<file path="src/rtl/alu_rs_scheduler_pkg.sv">
// Shared types for the ALU reservation station: opcodes, tags, entry layout
// and the CDB snoop helper used by both dispatch bypass and wakeup.
package alu_rs_scheduler_pkg;

  localparam int DATA_W       = 32;
  localparam int ROB_ID_W     = 4;
  localparam int RS_SIZE_DFLT = 8;
  localparam int RS_IDX_DFLT  = 3;

  typedef logic [DATA_W-1:0]   data_t;
  typedef logic [ROB_ID_W-1:0] rob_id_t;

  typedef enum logic [3:0] {
    NOP     = 4'd0,
    OP_ADD  = 4'd1,
    OP_SUB  = 4'd2,
    OP_ADDI = 4'd3,
    OP_AND  = 4'd4,
    OP_OR   = 4'd5,
    OP_XOR  = 4'd6,
    OP_SLT  = 4'd7,
    OP_BEQ  = 4'd8,
    OP_BNE  = 4'd9,
    OP_JAL  = 4'd10,
    OP_JALR = 4'd11
  } opcode_t;

  typedef struct packed {
    logic    busy;
    rob_id_t tag;
    data_t   val;
  } operand_t;

  typedef struct packed {
    opcode_t  optype;
    rob_id_t  rd_alias;
    data_t    pc;
    data_t    imm;
    operand_t op1;
    operand_t op2;
  } entry_t;

  // Resolve a pending operand against both CDBs; the ALU bus has priority
  // when both broadcast the same tag in one cycle.
  function automatic operand_t snoop(input operand_t op,
                                     input logic alu_v, input rob_id_t alu_a, input data_t alu_d,
                                     input logic lsb_v, input rob_id_t lsb_a, input data_t lsb_d);
    operand_t r;
    r = op;
    if (op.busy) begin
      if (alu_v && (alu_a == op.tag)) begin
        r.busy = 1'b0;
        r.val  = alu_d;
      end else if (lsb_v && (lsb_a == op.tag)) begin
        r.busy = 1'b0;
        r.val  = lsb_d;
      end
    end
    return r;
  endfunction

endpackage

</file>
<file path="src/rtl/alu_rs_scheduler_priority_enc.sv">
// Lowest-set-bit priority encoder with a valid flag.
module rs_priority_enc #(
  parameter int N     = 8,
  parameter int IDX_W = 3
) (
  input  logic [N-1:0]     req,
  output logic [IDX_W-1:0] idx,
  output logic             vld
);

  // Scan from the top down so the lowest set bit is the last to win.
  always_comb begin
    idx = '0;
    vld = |req;
    for (int i = N - 1; i >= 0; i--) begin
      if (req[i]) idx = IDX_W'(i);
    end
  end

endmodule

</file>
<file path="src/rtl/alu_rs_scheduler.sv">
// Integer ALU reservation station: holds dispatched ops, snoops the ALU and
// LSB CDBs for pending operands, and issues the lowest-index ready entry
// into a registered ALU operand stage each cycle.
module alu_rs_scheduler
  import alu_rs_scheduler_pkg::*;
#(
  parameter int RS_SIZE  = RS_SIZE_DFLT,
  parameter int RS_IDX_W = RS_IDX_DFLT
) (
  input  logic    clk,
  input  logic    rst_n,
  input  logic    rdy,
  input  logic    clear,
  input  logic    disp_valid,
  input  opcode_t disp_optype,
  input  rob_id_t disp_rd_alias,
  input  data_t   disp_pc,
  input  data_t   disp_imm,
  input  logic    disp_q1_busy,
  input  logic    disp_q2_busy,
  input  rob_id_t disp_q1,
  input  rob_id_t disp_q2,
  input  data_t   disp_v1,
  input  data_t   disp_v2,
  output logic    full,
  input  logic    cdb_alu_valid,
  input  logic    cdb_lsb_valid,
  input  rob_id_t cdb_alu_alias,
  input  rob_id_t cdb_lsb_alias,
  input  data_t   cdb_alu_value,
  input  data_t   cdb_lsb_value,
  output opcode_t alu_optype,
  output rob_id_t alu_rd_alias,
  output data_t   alu_pc,
  output data_t   alu_rs1,
  output data_t   alu_rs2,
  output data_t   alu_imm
);

  logic               busy_reg [RS_SIZE];
  entry_t             entry_reg [RS_SIZE];
  logic [RS_SIZE-1:0] busy_vec;
  logic [RS_SIZE-1:0] ready_vec;

  logic [RS_IDX_W-1:0] free_idx;
  logic                free_vld;
  logic [RS_IDX_W-1:0] sel_idx;
  logic                sel_vld;
  logic                disp_fire;
  logic                issue_fire;
  entry_t              disp_entry;

  opcode_t alu_optype_reg;
  rob_id_t alu_rd_alias_reg;
  data_t   alu_pc_reg;
  data_t   alu_rs1_reg;
  data_t   alu_rs2_reg;
  data_t   alu_imm_reg;

  // Both searches look at pre-edge state, so the slot being issued is still
  // busy and can never be picked as this cycle's free slot.
  rs_priority_enc #(.N(RS_SIZE), .IDX_W(RS_IDX_W)) u_free_enc (
    .req (~busy_vec),
    .idx (free_idx),
    .vld (free_vld)
  );

  rs_priority_enc #(.N(RS_SIZE), .IDX_W(RS_IDX_W)) u_sel_enc (
    .req (ready_vec),
    .idx (sel_idx),
    .vld (sel_vld)
  );

  assign full       = &busy_vec;
  assign disp_fire  = disp_valid && free_vld && !clear && rdy;
  assign issue_fire = sel_vld && !clear && rdy;

  // Incoming op with same-cycle CDB bypass applied to each operand.
  always_comb begin
    disp_entry          = '0;
    disp_entry.optype   = disp_optype;
    disp_entry.rd_alias = disp_rd_alias;
    disp_entry.pc       = disp_pc;
    disp_entry.imm      = disp_imm;
    disp_entry.op1      = snoop('{busy: disp_q1_busy, tag: disp_q1, val: disp_v1},
                                cdb_alu_valid, cdb_alu_alias, cdb_alu_value,
                                cdb_lsb_valid, cdb_lsb_alias, cdb_lsb_value);
    disp_entry.op2      = snoop('{busy: disp_q2_busy, tag: disp_q2, val: disp_v2},
                                cdb_alu_valid, cdb_alu_alias, cdb_alu_value,
                                cdb_lsb_valid, cdb_lsb_alias, cdb_lsb_value);
  end

  generate
    for (genvar gi = 0; gi < RS_SIZE; gi++) begin : g_entry
      entry_t woke;

      assign busy_vec[gi]  = busy_reg[gi];
      assign ready_vec[gi] = busy_reg[gi] && !entry_reg[gi].op1.busy && !entry_reg[gi].op2.busy;

      // Entry contents after snooping both CDBs this cycle.
      always_comb begin
        woke     = entry_reg[gi];
        woke.op1 = snoop(entry_reg[gi].op1,
                         cdb_alu_valid, cdb_alu_alias, cdb_alu_value,
                         cdb_lsb_valid, cdb_lsb_alias, cdb_lsb_value);
        woke.op2 = snoop(entry_reg[gi].op2,
                         cdb_alu_valid, cdb_alu_alias, cdb_alu_value,
                         cdb_lsb_valid, cdb_lsb_alias, cdb_lsb_value);
      end

      // Per-entry state: flush beats issue, issue beats dispatch, else wakeup.
      always_ff @(posedge clk or negedge rst_n) begin
        if (!rst_n) begin
          busy_reg[gi]  <= 1'b0;
          entry_reg[gi] <= '0;
        end else if (clear) begin
          busy_reg[gi] <= 1'b0;
        end else if (rdy) begin
          if (issue_fire && (sel_idx == RS_IDX_W'(gi))) begin
            busy_reg[gi] <= 1'b0;
          end else if (disp_fire && (free_idx == RS_IDX_W'(gi))) begin
            busy_reg[gi]  <= 1'b1;
            entry_reg[gi] <= disp_entry;
          end else if (busy_reg[gi]) begin
            entry_reg[gi] <= woke;
          end
        end
      end
    end
  endgenerate

  // ALU operand stage: loads the selected entry, otherwise presents NOP and
  // holds the remaining fields.
  always_ff @(posedge clk or negedge rst_n) begin
    if (!rst_n) begin
      alu_optype_reg   <= NOP;
      alu_rd_alias_reg <= '0;
      alu_pc_reg       <= '0;
      alu_rs1_reg      <= '0;
      alu_rs2_reg      <= '0;
      alu_imm_reg      <= '0;
    end else if (issue_fire) begin
      alu_optype_reg   <= entry_reg[sel_idx].optype;
      alu_rd_alias_reg <= entry_reg[sel_idx].rd_alias;
      alu_pc_reg       <= entry_reg[sel_idx].pc;
      alu_rs1_reg      <= entry_reg[sel_idx].op1.val;
      alu_rs2_reg      <= entry_reg[sel_idx].op2.val;
      alu_imm_reg      <= entry_reg[sel_idx].imm;
    end else begin
      alu_optype_reg <= NOP;
    end
  end

  assign alu_optype   = alu_optype_reg;
  assign alu_rd_alias = alu_rd_alias_reg;
  assign alu_pc       = alu_pc_reg;
  assign alu_rs1      = alu_rs1_reg;
  assign alu_rs2      = alu_rs2_reg;
  assign alu_imm      = alu_imm_reg;

endmodule

</file>
<file path="config.mk">
export PLATFORM = sky130hd
export DESIGN_NAME = alu_rs_scheduler
export DESIGN_NICKNAME = d
export VERILOG_FILES = /design/src/rtl/alu_rs_scheduler_pkg.sv /design/src/rtl/alu_rs_scheduler_priority_enc.sv /design/src/rtl/alu_rs_scheduler.sv
export SDC_FILE = /design/constraint.sdc
export NUM_CORES = 2
export LEC_CHECK = 0
export ABC_AREA = 1
export ABC_CLOCK_PERIOD_IN_PS = 2500
export BUFFER_PORTS_ARGS = -buffer_cell sky130_fd_sc_hd__buf_2
export CAP_MARGIN = 20
export CORE_MARGIN = 2
export CORE_UTILIZATION = 25
export DETAILED_ROUTE_END_ITERATION = 8
export PLACE_DENSITY = 0.39
export SETUP_SLACK_MARGIN = 0.02
export SLEW_MARGIN = 20
export SYNTH_ARGS = -nofsm -noshare
export SYNTH_HDL_FRONTEND = slang
export SYNTH_SLANG_ARGS = --single-unit
</file>
<file path="constraint.sdc">
create_clock -name clk -period 2.5 [get_ports clk]
set_input_delay 0.5 -clock clk [delete_from_list [all_inputs] [get_ports clk]]
set_output_delay 0.5 -clock clk [all_outputs]
set_load 0.02 [all_outputs]
</file>
# Word level (Yosys, flattened, before mapping)
# Cells that the tools add are included.
# W data, S select, Z words.
# word_totals
register_bits	1312
in_bits	225
out_inout_bits	137
elab_cells	516
# classes
n_lt_le_gt_ge	1
n_eq_ne	50
muxes	176
bitwise	11
reduce_logical	184
# op_table
cell	count
$mux W32	54
$mux W146	10
$mux W74	8
$bmux W146 S3	1
$eq A4 B4 Y1	36
$reduce_and A6 Y1	16
$mux W1	86
$logic_and A1 B1 Y1	73
$reduce_bool A3 Y1	24
$reduce_and A4 Y1	16
$reduce_bool A2 Y1	25
$mux W3	16
$eq A3 B3 Y1 const B	8
$logic_not A1 Y1	17
$reduce_and A2 Y1	8
$reduce_or A8 Y1	2
$eq A3 B2 Y1 const B	4
$not A1 Y1	9
$not A8 Y8	1
$reduce_and A8 Y1	1
$eq A3 B1 Y1 const B	2
$logic_not A3 Y1	2
$ge A4 B4 Y1 const B	1
$mux W4	1
$not A3 Y4	1

# Depth between registers and ports, before layout
# depth
word_depth	16
depth_mapped	19
depth_no_buf	17

# By module
# Synthesis repeated with hierarchy kept, for this count alone.
# unflattened
cells_unflattened	10480
hier_area_um2	71596.2
# by_module_without_submodules
module	n_inst	cells_each	area_per_inst_um2	seq_area_each_um2
alu_rs_scheduler	1	10436	71398.5	32831.5
rs_priority_enc	2	22	98.8	0.0

# Worst setup path after synthesis
# OpenSTA, ideal clock, no wires.
# synth_timing
path_type	input port to flip-flop
startpoint	input port cdb_alu_alias[1]
endpoint	register entry_reg[293] (netlist bit)
setup_ns	0.116
t_arrival_ns	2.109
t_required_ns	2.384
slack_ns	0.275
path_stages	14
path_buffers	4
path_cell_list	buf_2 inv_1 buf_2 buf_2 o22ai_1 nor2_1 nand3b_1 nand2_1 inv_1 o21ai_0 nand4_1 clkbuf_1 nand2_1 nand2_1
# synth_via
elab_chain_len	6
elab_cells_between_ends	12
cone_classes	eq/ne: 2; mux: 6; reduce/logical: 4
# synth_lines
item	line	text
start, declared	alu_rs_scheduler.sv:28	input rob_id_t cdb_alu_alias,
$eq A4 B4 Y1	alu_rs_scheduler_pkg.sv:51	if (alu_v && (alu_a == op.tag)) begin
$logic_and A1 B1 Y1	alu_rs_scheduler_pkg.sv:51	
$mux W32	alu_rs_scheduler_pkg.sv:51	
$mux W32	alu_rs_scheduler_pkg.sv:50	if (op.busy) begin
$mux W74	alu_rs_scheduler.sv:124	end else if (busy_reg[gi]) begin
$mux W146	alu_rs_scheduler.sv:121	end else if (disp_fire && (free_idx == RS_IDX_W'(gi))) begin
end signal, assigned by index	alu_rs_scheduler.sv:123	entry_reg[gi] <= disp_entry;
end signal, assigned by index	alu_rs_scheduler.sv:125	entry_reg[gi] <= woke;
end, declared	alu_rs_scheduler.sv:41	entry_t entry_reg [RS_SIZE];
# Several ways; a longest one is shown, not always the timed one. The select of a mux whose other input is x is not followed.
# A chain may end at the register's enable or synchronous reset.

# Final worst setup path
# layout_timing
startpoint	register busy_reg[6] (netlist bit)
endpoint	output port full
# layout_via
elab_chain_len	1
# layout_lines
item	line	text
start, declared	alu_rs_scheduler.sv:40	logic busy_reg [RS_SIZE];
start signal, assigned by index	alu_rs_scheduler.sv:114	busy_reg[gi] <= 1'b0;
start signal, assigned by index	alu_rs_scheduler.sv:117	busy_reg[gi] <= 1'b0;
start signal, assigned by index	alu_rs_scheduler.sv:120	busy_reg[gi] <= 1'b0;
$reduce_and A8 Y1	alu_rs_scheduler.sv:74	assign full = &busy_vec;
end, declared	alu_rs_scheduler.sv:25	output logic full,
# No other way between the ends.

==> run metrics <==
outcome=finished, violations left; failing checks=setup timing; Worst Path Required=2.00 ns; Fillers=33108; root buf cell=clkbuf_16; fraction of layout cells with a size suffix above 1=15.24%; count leader, synth=nand2_1; Leakage=52.08 nW; number of flops mapped to enable cells by yosys=0; Layout Nets=12792; Seq/Total Area, Yosys=42.67%; critical-path maximum fanout=2; area of the multi-input gates=0.04016 mm2; Crit Path Class=register to output port; Tot GR Track Use=25.80%; Routability Congestion=0.9277; min Tclk post-route=2.559 ns; crit end category=output port; Pint=42.12 mW; critical-path cell list=nand2_2, buf_4, nor4_4, buf_4, buf_6; clk_lat worst skew=0.87 ns; most used cell, CP=buf_4; synthesis warning total=0; Final ANT Viol Nets=0; PortBufs=361; FF+latch count, synth=1312; CTS sink cnt=1312; clk buf depth=4; Placed Area=0.08914 mm2; vias=84622; Setup Skew=0.05308 ns; largest net degree at the start of global routing=91; logic gate share of total power=17.8%; top cell type's share of synthesized area=42.67%; Iter 0 DRT Violations=9371; PwrDens=606.5 mW/mm2; RSZ-0062 raised after global routing=yes; mapped cell area=0.07694 mm2; row count=203; Reg area=0.03284 mm2; class of the worst hold path=primary input to register; Critical Path Slowest Stage Cell=dfrtp_1; synthesized net count=12218; detailed-route DRC error count=0; Layout area overhead=31.61%; predominant post-synthesis flop cell=dfrtp_1; Final Hold Fails=0; Total Routed Length=440500 um; CTS tree=done; Top delay family on crit path=buffers and inverters; FMAX=390.7 MHz; worst slew pin tran=1.021 ns; hpwl dp=261100 um; DIE WIDTH=558.8 um; Switching Share=31.41%; initial antenna violation count=21; core area=0.3061 mm2; CP Launch Type=register; vias per inst=5.034; Final setup violation count=58; Final Max Tran Viols=0; Synth area leaders=dfrtp_1 (43%), nand2_1 (30%), o21ai_0 (7.9%), nor2_1 (3.7%), nand3_1 (3.3%); Max-slew headroom=31.83%; PnR worst setup slack=-0.05949 ns; Sw Pwr=19.29 mW; Avg Synthesized Cell Area=6.416 um2; async set-reset flop share out of synthesis=100.0%; first-pass GRT wire length=587700 um; H-tree levels=4; clock power share=42.7%; synth cell count leaders=nand2_1 (6166), dfrtp_1 (1312), o21ai_0 (1221), nor2_1 (760), clkbuf_1 (578); routed len/inst=26.20 um; CP peak stage delay=0.36 ns; Placed Cells=16243; Peak VDD IR=0.4792 mV; die height=558.8 um; Final Cell Area=0.1013 mm2; Post-Layout Cell Count=16810; CP Buf/Inv Count=3; max cap viols=0; period utilization=102.4%; Starting Density=25.14%; vias in the first global route=79510; IO Pins=362; global route total overflow=0; DRT Pass-1 Iters=9; arrival time worst endpoint=2.06 ns; Flop pwr share=39.6%; CTS Buf Count=177; unique cell type count in the Yosys netlist=38; CTS clock-pin slew for the worst setup and hold paths=0.06 ns; die area=0.3122 mm2; post-synth top area cell=dfrtp_1; max FFs per register=1168; Gate Count Post-Synth=11993
cell type report:
type                    instances  area share, %
repair buffers               1321          15.06
flip-flops and latches       1312          32.43
clock buffers                 267          5.255
well taps                    4100          5.066
clock inverters                39         0.4683
multi-input cells            9239          39.66
diodes                         16        0.03954
inverters                     516          2.023
cell families (layout without fill, tap and decap cells):
logic type | after synthesis | count (layout) | synth area share [%]
AND/OR/NAND/NOR | 7843 | 7843 | 40.55
buffers and inverters | 1442 | 2143 | 7.371
XOR/XNOR | 16 | 16 | 0.1821
AO/OA/AOI/OAI | 1380 | 1380 | 9.228
other | 0 | 16 | 0
flip-flops | 1312 | 1312 | 42.67
layer usage:
| metal | vias up | part of all wire (%) | track usage (%) | routed length [um] |
|---|---|---|---|---|
| met5 | - | 0.031 | 0 | 138 |
| met4 | 20 | 7.1 | 14.47 | 31160 |
| met3 | 1062 | 7.9 | 3.711 | 34790 |
| met2 | 3930 | 44 | 41.17 | 194100 |
| met1 | 40724 | 41 | 33.37 | 180300 |
| li1 | 38886 | - | - | - |
cells in the final DEF (no fill, tap or decap), drive strengths merged, types with 9 or more instances in the layout:
master and count:
nand2 6166, dfrtp 1312, o21ai 1224, buf 1210, nor2 767, nand3 522, inv 515, nand4 352
clkbuf 346, a21oi 55, o22ai 51, a31oi 32, clkinv 30, dlygate4sd3 28, nand3b 25, diode 16
xnor2 11, o211ai 10, bufinv 9
worst paths after layout:
check | cells after the start | startpoint | slack [ns] | to
hold reg to reg | 2 | alu_rs2[6]$_DFFE_PN0P_ | 0.47 | alu_rs2[6]$_DFFE_PN0P_
hold / removal | 3 | disp_rd_alias[3] | 0.03 | entry_reg[725]$_DFFE_PN0P_
max in group asynchronous | 4 | rst_n | 1.17 | entry_reg[897]$_DFFE_PN0P_
min in group asynchronous | 2 | rst_n | 0.19 | entry_reg[759]$_DFFE_PN0P_
setup / recovery | 5 | busy_reg[6]$_DFFE_PN0P_ | -0.06 | full
setup reg to reg | 15 | busy_reg[0]$_DFFE_PN0P_ | -0.04 | entry_reg[64]$_DFFE_PN0P_
power by group through the flow:
| stage | clock [mW] | combinational (mW) | sequential [mW] |
|---|---|---|---|
| floorplan | 0 | 4.73 | 25.4 |
| global placement | 0 | 10.6 | 24.6 |
| detailed placement | 0 | 10.6 | 24.7 |
| CTS | 26.7 | 10.8 | 24.3 |
| global route | 27.6 | 12.0 | 24.5 |
| finish | 26.2 | 10.9 | 24.3 |
metrics by stage:
| stage | worst slack [ns] | util, % | total power [mW] | TNS (ns) | hold slack [ns] |
|---|---|---|---|---|---|
| final | -0.05949 | 33.09 | 61.41 | -0.9218 | 0.03338 |
| after global placement | -0.5312 | 29.12 | 35.20 | -139.27 | 0.4545 |
| after floorplan | 0.2749 | - | 30.09 | 0 | 0.2044 |
| after detailed placement | -0.4963 | 29.12 | 35.29 | -140.34 | 0.4591 |
| after CTS | -0.2126 | 31.58 | 61.83 | -0.2126 | 0.0008841 |
| after global routing | -0.1674 | 33.08 | 64.10 | -23.07 | 0.04638 |
worst reg2reg max path: stages (launching register included):
cell and delay, ns:
dfrtp_2 0.41, buf_6 0.14, nand2_2 0.06, nand3_2 0.12
a31oi_4 0.20, buf_6 0.15, buf_6 0.10, nand3_4 0.10
buf_6 0.17, buf_12 0.15, nand2_4 0.06, nand4_1 0.15
buf_6 0.20, clkbuf_16 0.20, nand2_1 0.10, nand2_1 0.06
timing repair:
action,4_1_cts,5_1_grt
gates cloned,18,92
resized for setup,111,501
hold endpoints to repair,240,0
buffers inserted,43,71
endpoints found under the setup margin,404,656
pin swaps,16,112
hold buffers,28,0
Power figures use the tool's default switching activity.
